$ cat src/rtl/spi_msg_ctrl_pkg.sv
// Shared definitions for the SPI message sequencer and its tx shift register.
// Latency: n/a (types and constants only).
// Backpressure: n/a.
package spi_msg_ctrl_pkg;

    typedef enum logic [2:0] {
        ST_IDLE,
        ST_CMD,
        ST_LOAD,
        ST_DATA,
        ST_END
    } state_t;

    localparam logic [7:0] TX_IDLE_DEF  = 8'h00;
    localparam int         MAX_DATA_DEF = 8;

    // Replicate one byte across a 64-bit word (idle fill for the tx register).
    function automatic logic [63:0] fill_bytes(input logic [7:0] b);
        return {8{b}};
    endfunction

endpackage

$ cat src/rtl/spi_tx_shift.sv
// 64-bit read-back register: parallel load, byte-wise right shift, tx_byte = [7:0].
// Latency: load/shift visible on tx_byte one cycle after the control strobe.
// Backpressure: none; clear wins over load, load wins over shift.
module spi_tx_shift
    import spi_msg_ctrl_pkg::*;
#(
    parameter logic [7:0] TX_IDLE = TX_IDLE_DEF
) (
    input  logic        clk,
    input  logic        reset,
    input  logic        clear,
    input  logic        load,
    input  logic [63:0] load_dat,
    input  logic        shift,
    output logic [7:0]  tx_byte
);

    logic [63:0] sreg;

    // Load/shift register; vacated bytes are refilled with the idle pattern.
    always_ff @(posedge clk or posedge reset) begin
        if (reset) begin
            sreg <= fill_bytes(TX_IDLE);
        end else if (clear) begin
            sreg <= fill_bytes(TX_IDLE);
        end else if (load) begin
            sreg <= load_dat;
        end else if (shift) begin
            sreg <= {TX_IDLE, sreg[63:8]};
        end
    end

    assign tx_byte = sreg[7:0];

endmodule

$ cat src/rtl/spi_msg_ctrl.sv
// Frames each chip-select period into a command byte plus data bytes and serves read-back bytes.
// Latency: tx_byte for data byte 0 valid 2 cycles after the command rx_valid; msg_end 1 cycle after ssel_n rises.
// Backpressure: none; every rx_valid strobe is consumed, excess data bytes are counted and dropped.
module spi_msg_ctrl
    import spi_msg_ctrl_pkg::*;
#(
    parameter int         MAX_DATA = MAX_DATA_DEF,
    parameter logic [7:0] TX_IDLE  = TX_IDLE_DEF
) (
    input  logic        clk,
    input  logic        reset,
    input  logic        ssel_n,
    input  logic        rx_valid,
    input  logic [7:0]  rx_byte,
    output logic [7:0]  tx_byte,
    output logic [7:0]  spi_cmd,
    output logic [63:0] spi_rxdata,
    output logic        spi_msg_end,
    input  logic [63:0] spi_txdata,
    input  logic        spi_txdata_valid,
    output logic        busy,
    output logic        overflow
);

    localparam int            CW      = $clog2(MAX_DATA + 2);
    localparam logic [CW-1:0] CNT_MAX = CW'(MAX_DATA);
    localparam logic [CW-1:0] CNT_SAT = CW'(MAX_DATA + 1);

    state_t        state;
    state_t        state_nxt;
    logic [CW-1:0] count;
    logic          shift_pend;
    logic          cmd_cap;
    logic          data_cap;
    logic          tx_load;
    logic          tx_shift;
    logic          tx_clear;
    logic [63:0]   tx_load_dat;

    // State register.
    always_ff @(posedge clk or posedge reset) begin
        if (reset) begin
            state <= ST_IDLE;
        end else begin
            state <= state_nxt;
        end
    end

    // Next state and per-cycle control strobes; a byte arriving with ssel_n rising is taken before END.
    always_comb begin
        state_nxt   = state;
        cmd_cap     = 1'b0;
        data_cap    = 1'b0;
        tx_load     = 1'b0;
        tx_shift    = 1'b0;
        tx_clear    = 1'b0;
        spi_msg_end = 1'b0;
        case (state)
            ST_IDLE: begin
                if (!ssel_n) state_nxt = ST_CMD;
            end
            ST_CMD: begin
                if (rx_valid) begin
                    cmd_cap   = 1'b1;
                    state_nxt = ST_LOAD;
                end
                if (ssel_n) state_nxt = ST_END;
            end
            ST_LOAD: begin
                // A byte here is a protocol slip: keep it as data, shift the tx register next cycle.
                tx_load   = 1'b1;
                data_cap  = rx_valid;
                state_nxt = ssel_n ? ST_END : ST_DATA;
            end
            ST_DATA: begin
                data_cap = rx_valid;
                tx_shift = rx_valid | shift_pend;
                if (ssel_n) state_nxt = ST_END;
            end
            ST_END: begin
                // busy is only set once a command byte arrived, so empty frames give no strobe.
                spi_msg_end = busy;
                tx_clear    = 1'b1;
                state_nxt   = ST_IDLE;
            end
            default: state_nxt = ST_IDLE;
        endcase
    end

    // Message capture: command, right-shifting data window, saturating byte count, sticky overflow.
    always_ff @(posedge clk or posedge reset) begin
        if (reset) begin
            spi_cmd    <= 8'h00;
            spi_rxdata <= 64'h0;
            count      <= '0;
            overflow   <= 1'b0;
            busy       <= 1'b0;
            shift_pend <= 1'b0;
        end else begin
            if (cmd_cap) begin
                spi_cmd    <= rx_byte;
                spi_rxdata <= 64'h0;
                count      <= '0;
                overflow   <= 1'b0;
                busy       <= 1'b1;
            end
            if (data_cap) begin
                if (count < CNT_MAX) begin
                    spi_rxdata <= {rx_byte, spi_rxdata[63:8]};
                end else begin
                    overflow <= 1'b1;
                end
                if (count != CNT_SAT) count <= count + 1'b1;
            end
            if (state == ST_END) busy <= 1'b0;
            shift_pend <= (state == ST_LOAD) && rx_valid;
        end
    end

    assign tx_load_dat = spi_txdata_valid ? spi_txdata : fill_bytes(TX_IDLE);

    spi_tx_shift #(
        .TX_IDLE (TX_IDLE)
    ) u_tx_shift (
        .clk      (clk),
        .reset    (reset),
        .clear    (tx_clear),
        .load     (tx_load),
        .load_dat (tx_load_dat),
        .shift    (tx_shift),
        .tx_byte  (tx_byte)
    );

endmodule

$ cat config.mk
export PLATFORM = sky130hd
export DESIGN_NAME = spi_msg_ctrl
export DESIGN_NICKNAME = d
export VERILOG_FILES = /design/src/rtl/spi_msg_ctrl_pkg.sv /design/src/rtl/spi_tx_shift.sv /design/src/rtl/spi_msg_ctrl.sv
export SDC_FILE = /design/constraint.sdc
export NUM_CORES = 1
export LEC_CHECK = 0
export BUFFER_PORTS_ARGS = -buffer_cell sky130_fd_sc_hd__clkbuf_2
export CAP_MARGIN = 20
export CORE_ASPECT_RATIO = 1.4
export CORE_UTILIZATION = 55
export CTS_CLUSTER_DIAMETER = 40
export DETAILED_ROUTE_END_ITERATION = 8
export PLACE_DENSITY = 0.83
export SYNTH_ARGS = -nofsm -noshare
export SYNTH_HDL_FRONTEND = slang
export SYNTH_SLANG_ARGS = --single-unit
$ cat constraint.sdc
create_clock -name clk -period 8.4 [get_ports clk]
set_input_delay 0.84 -clock clk [delete_from_list [all_inputs] [get_ports clk]]
set_output_delay 0.84 -clock clk [all_outputs]
set_load 0.005 [all_outputs]
==> results.md <==
- CP Cell Sequence: nor2_1 > and3_1 > clkbuf_2
- Comb pwr share: 12.4%
- Switching pwr: 0.0004742 W
- Ys Warns: 0
- Clk root buf: clkbuf_16
- Setup ws final: 5.522 ns
- Reg power frac: 46.4%
- Synth Cell Area: 6080 sq um
- WS Path Type: flop to output port
- Cell row count: 45
- Post_cts resized: 0
- Gate family responsible for the most delay along the worst path: flip-flops
- Initial Utilization: 56.24%
- CTS Sinks: 146
- Layout Nets: 658
- Pre-Repair DR Iteration Count: 5
- Synth-to-Final Area Change: 20.64%
- Iteration-0 DRC Markers: 224
- WP data required: 7.56 ns
- Largest net degree at the start of global routing: 75
- Startpoint types: flop
- Final GP Congestion: 0.8159
- H-tree Lvls: 4
- EDFF count, synth: 0
- Die width: 90.86 um
- Hold Path Class: flop to flop
- Outcome: finished, final reports clean
- Port Buf Inserts: 159
- TritonCTS Buffers: 17
- Synthesized instance count: 449
- Ranking of synthesized cells by area: dfrtp_1 (60%), a22o_1 (11%), o2bb2ai_1 (8.1%)
- Leak: 3.655 nW
- Master of the slowest instance on the critical path: dfrtp_2
- Layout cell share with drive strength beyond 1: 35.81%
- Synth cell types: 37
- Maximum clock rate: 347.5 MHz
- Congestion Overflow GR: 0
- Top FF cell, synth: dfrtp_1
- Share of the synthesized area in the top cell type: 60.09%
- Worst vdd ir: 0.0001420 V
- Arr. time, crit path: 2.04 ns
- Critical-path maximum fanout: 64
- Switching Share: 26.26%
- IO Count: 160
- Period Utilization, post-route: 34.26%
- Commonest cells post-synth: dfrtp_1 (146), a22o_1 (74), o2bb2ai_1 (56)
- Routed length per instance: 18.94 um
- Relative slew margins: 27.53%
- Highest cell delay on the worst timing path: 1.04 ns
- Vias per cell: 6.171
- Most numerous cell in the Yosys netlist: dfrtp_1
- Least-Margin Pin Slew: 1.087 ns
- Overall routed net length: 13880 um
- Initial antenna violation count: 0
- Number of hold buffers added after CTS: 0
- Worst skew pair latency: 0.41 ns
- Cell internal pwr: 0.001331 W
- Synthesized Nets: 528
- Sequential share of the synthesized area: 60.09%
- Mean Syn Cell Area: 13.54 sq um
- Postcts setup bufs: 0
- Die Height: 126.4 um
- ANT cells: 0
- Clk pwr share: 41.2%
- Final setup fails: 0
- RSZ-0062 raised after global routing: false
- PwrDens: 246.2 nW/um^2
- Seq cells post-synth: 146
- Setup TNS: 0 ns
- Core Box Area: 10810 sq um
- R2r setup slk: 5.91 ns
- All-Layer GR Usage: 25.08%
- Synth area leader: dfrtp_1
- WP buf/inv: 1
- Number of global-route vias before repair: 4440
- Clock Tree Buf Depth: 2
- Max Cap Viol: 0
- Wire length of the first global-routing pass: 22500 um
- Max Slew Vio Count: 0
- DR vias: 4523
- CTS tree: built
- DP HPWL: 9026 um
- Hold Fails Final Rpt: 0
- Die ar.: 11480 sq um
- CP endpoint kind: output port
- Final Skew: 0.01116 ns
- Async SR Flop Fraction: 100.0%
- Final ANT Viol Nets: 0
- Clock period minus worst slack: 2.878 ns
- DRC Markers: 0
- Clock transition at the registers of the reported paths: 0.06 ns
- Setup WS pre-CTS: 5.935 ns
layout make-up:
type,instances,area [sq um]
Clock buffer,18,439.2
Clock inverter,14,152.6
Fill cell,801,3476
Inverter,4,20.02
Multi-Input combinational cell,246,2058
Sequential cell,146,3655
Tap cell,141,176.4
Timing Repair Buffer,164,833.3
layer usage:
layer	part of all wire, %	routed length [um]	GRT usage [%]
met5	0	0	0
met4	1.5	203	8.777
met3	6.3	881	6.715
met2	52	7239	42.07
met1	40	5555	31.49
through the flow:
stage | power, W | util [%] | cell area (sq um) | hold slack, ns | std cells
2_1_floorplan | 0.0009952 | - | 6080 | 0.4481 | 449
3_3_place_gp | 0.001061 | 62.37 | 6743 | 0.4667 | 701
3_5_place_dp | 0.001072 | 62.37 | 6743 | 0.4731 | 701
4_1_cts | 0.001818 | 67.85 | 7335 | 0.4933 | 733
5_1_grt | 0.001876 | 67.85 | 7335 | 0.5117 | 733
6_report | 0.001806 | 67.85 | 7335 | 0.4925 | 733
kinds of logic (layout without fill, tap and decap cells):
logic type	count (synthesis)	in the layout	share of synthesized area (%)
mux	11	11	1.976
fa+ha+maj	2	2	0.4115
simple gates	38	38	4.836
compound gates	193	193	26.16
flops	146	146	60.09
xor+xnor	2	2	0.2882
buf+inv	57	200	6.236
power by group through the flow:
stage / clock, W / combinational [W] / sequential [W]
6_report: 0.000745 / 0.000223 / 0.000838
3_5_place_dp: 0 / 0.000226 / 0.000845
3_3_place_gp: 0 / 0.000217 / 0.000843
2_1_floorplan: 0 / 0.000172 / 0.000824
5_1_grt: 0.000785 / 0.000246 / 0.000845
4_1_cts: 0.000756 / 0.000226 / 0.000836
cells in the final DEF, fill, tap and decap left out, types with 2 or more instances in the layout:
cell,n
o2bb2ai_1,56
nand2_1,6
a21oi_1,14
a22o_1,74
inv_1,3
nor2_1,4
clkbuf_2,159
o21ai_0,2
inv_6,5
clkbuf_16,17
a22oi_1,41
ha_1,2
and4b_1,14
clkinv_2,3
nand2b_1,2
dfrtp_1,145
buf_4,5
mux2_2,8
bufinv_16,2
clkinv_4,4
mux2i_1,3
registers in the layout, summed over array words and instances, names as in the netlist:
register and flops:
spi_rxdata 64, overflow 1, count 4, busy 1
spi_cmd 8, shift_pend 1, u_tx_shift.sreg 64, state 3
final timing paths:
check | startpoint | end | depth (start not counted)
max | state[0]$_DFFE_PP0P_ | spi_msg_end | 3
min | u_tx_shift.sreg[3]$_DFFE_PP0P_ | u_tx_shift.sreg[3]$_DFFE_PP0P_ | 1
max reg2reg | state[0]$_DFFE_PP0P_ | spi_rxdata[27]$_DFF_PP0_ | 3
min reg2reg | u_tx_shift.sreg[3]$_DFFE_PP0P_ | u_tx_shift.sreg[3]$_DFFE_PP0P_ | 1
max in group asynchronous | reset | state[0]$_DFFE_PP0P_ | 3
min in group asynchronous | reset | spi_cmd[1]$_DFFE_PP0P_ | 2
No activity file was read; power rests on OpenSTA's default activity.
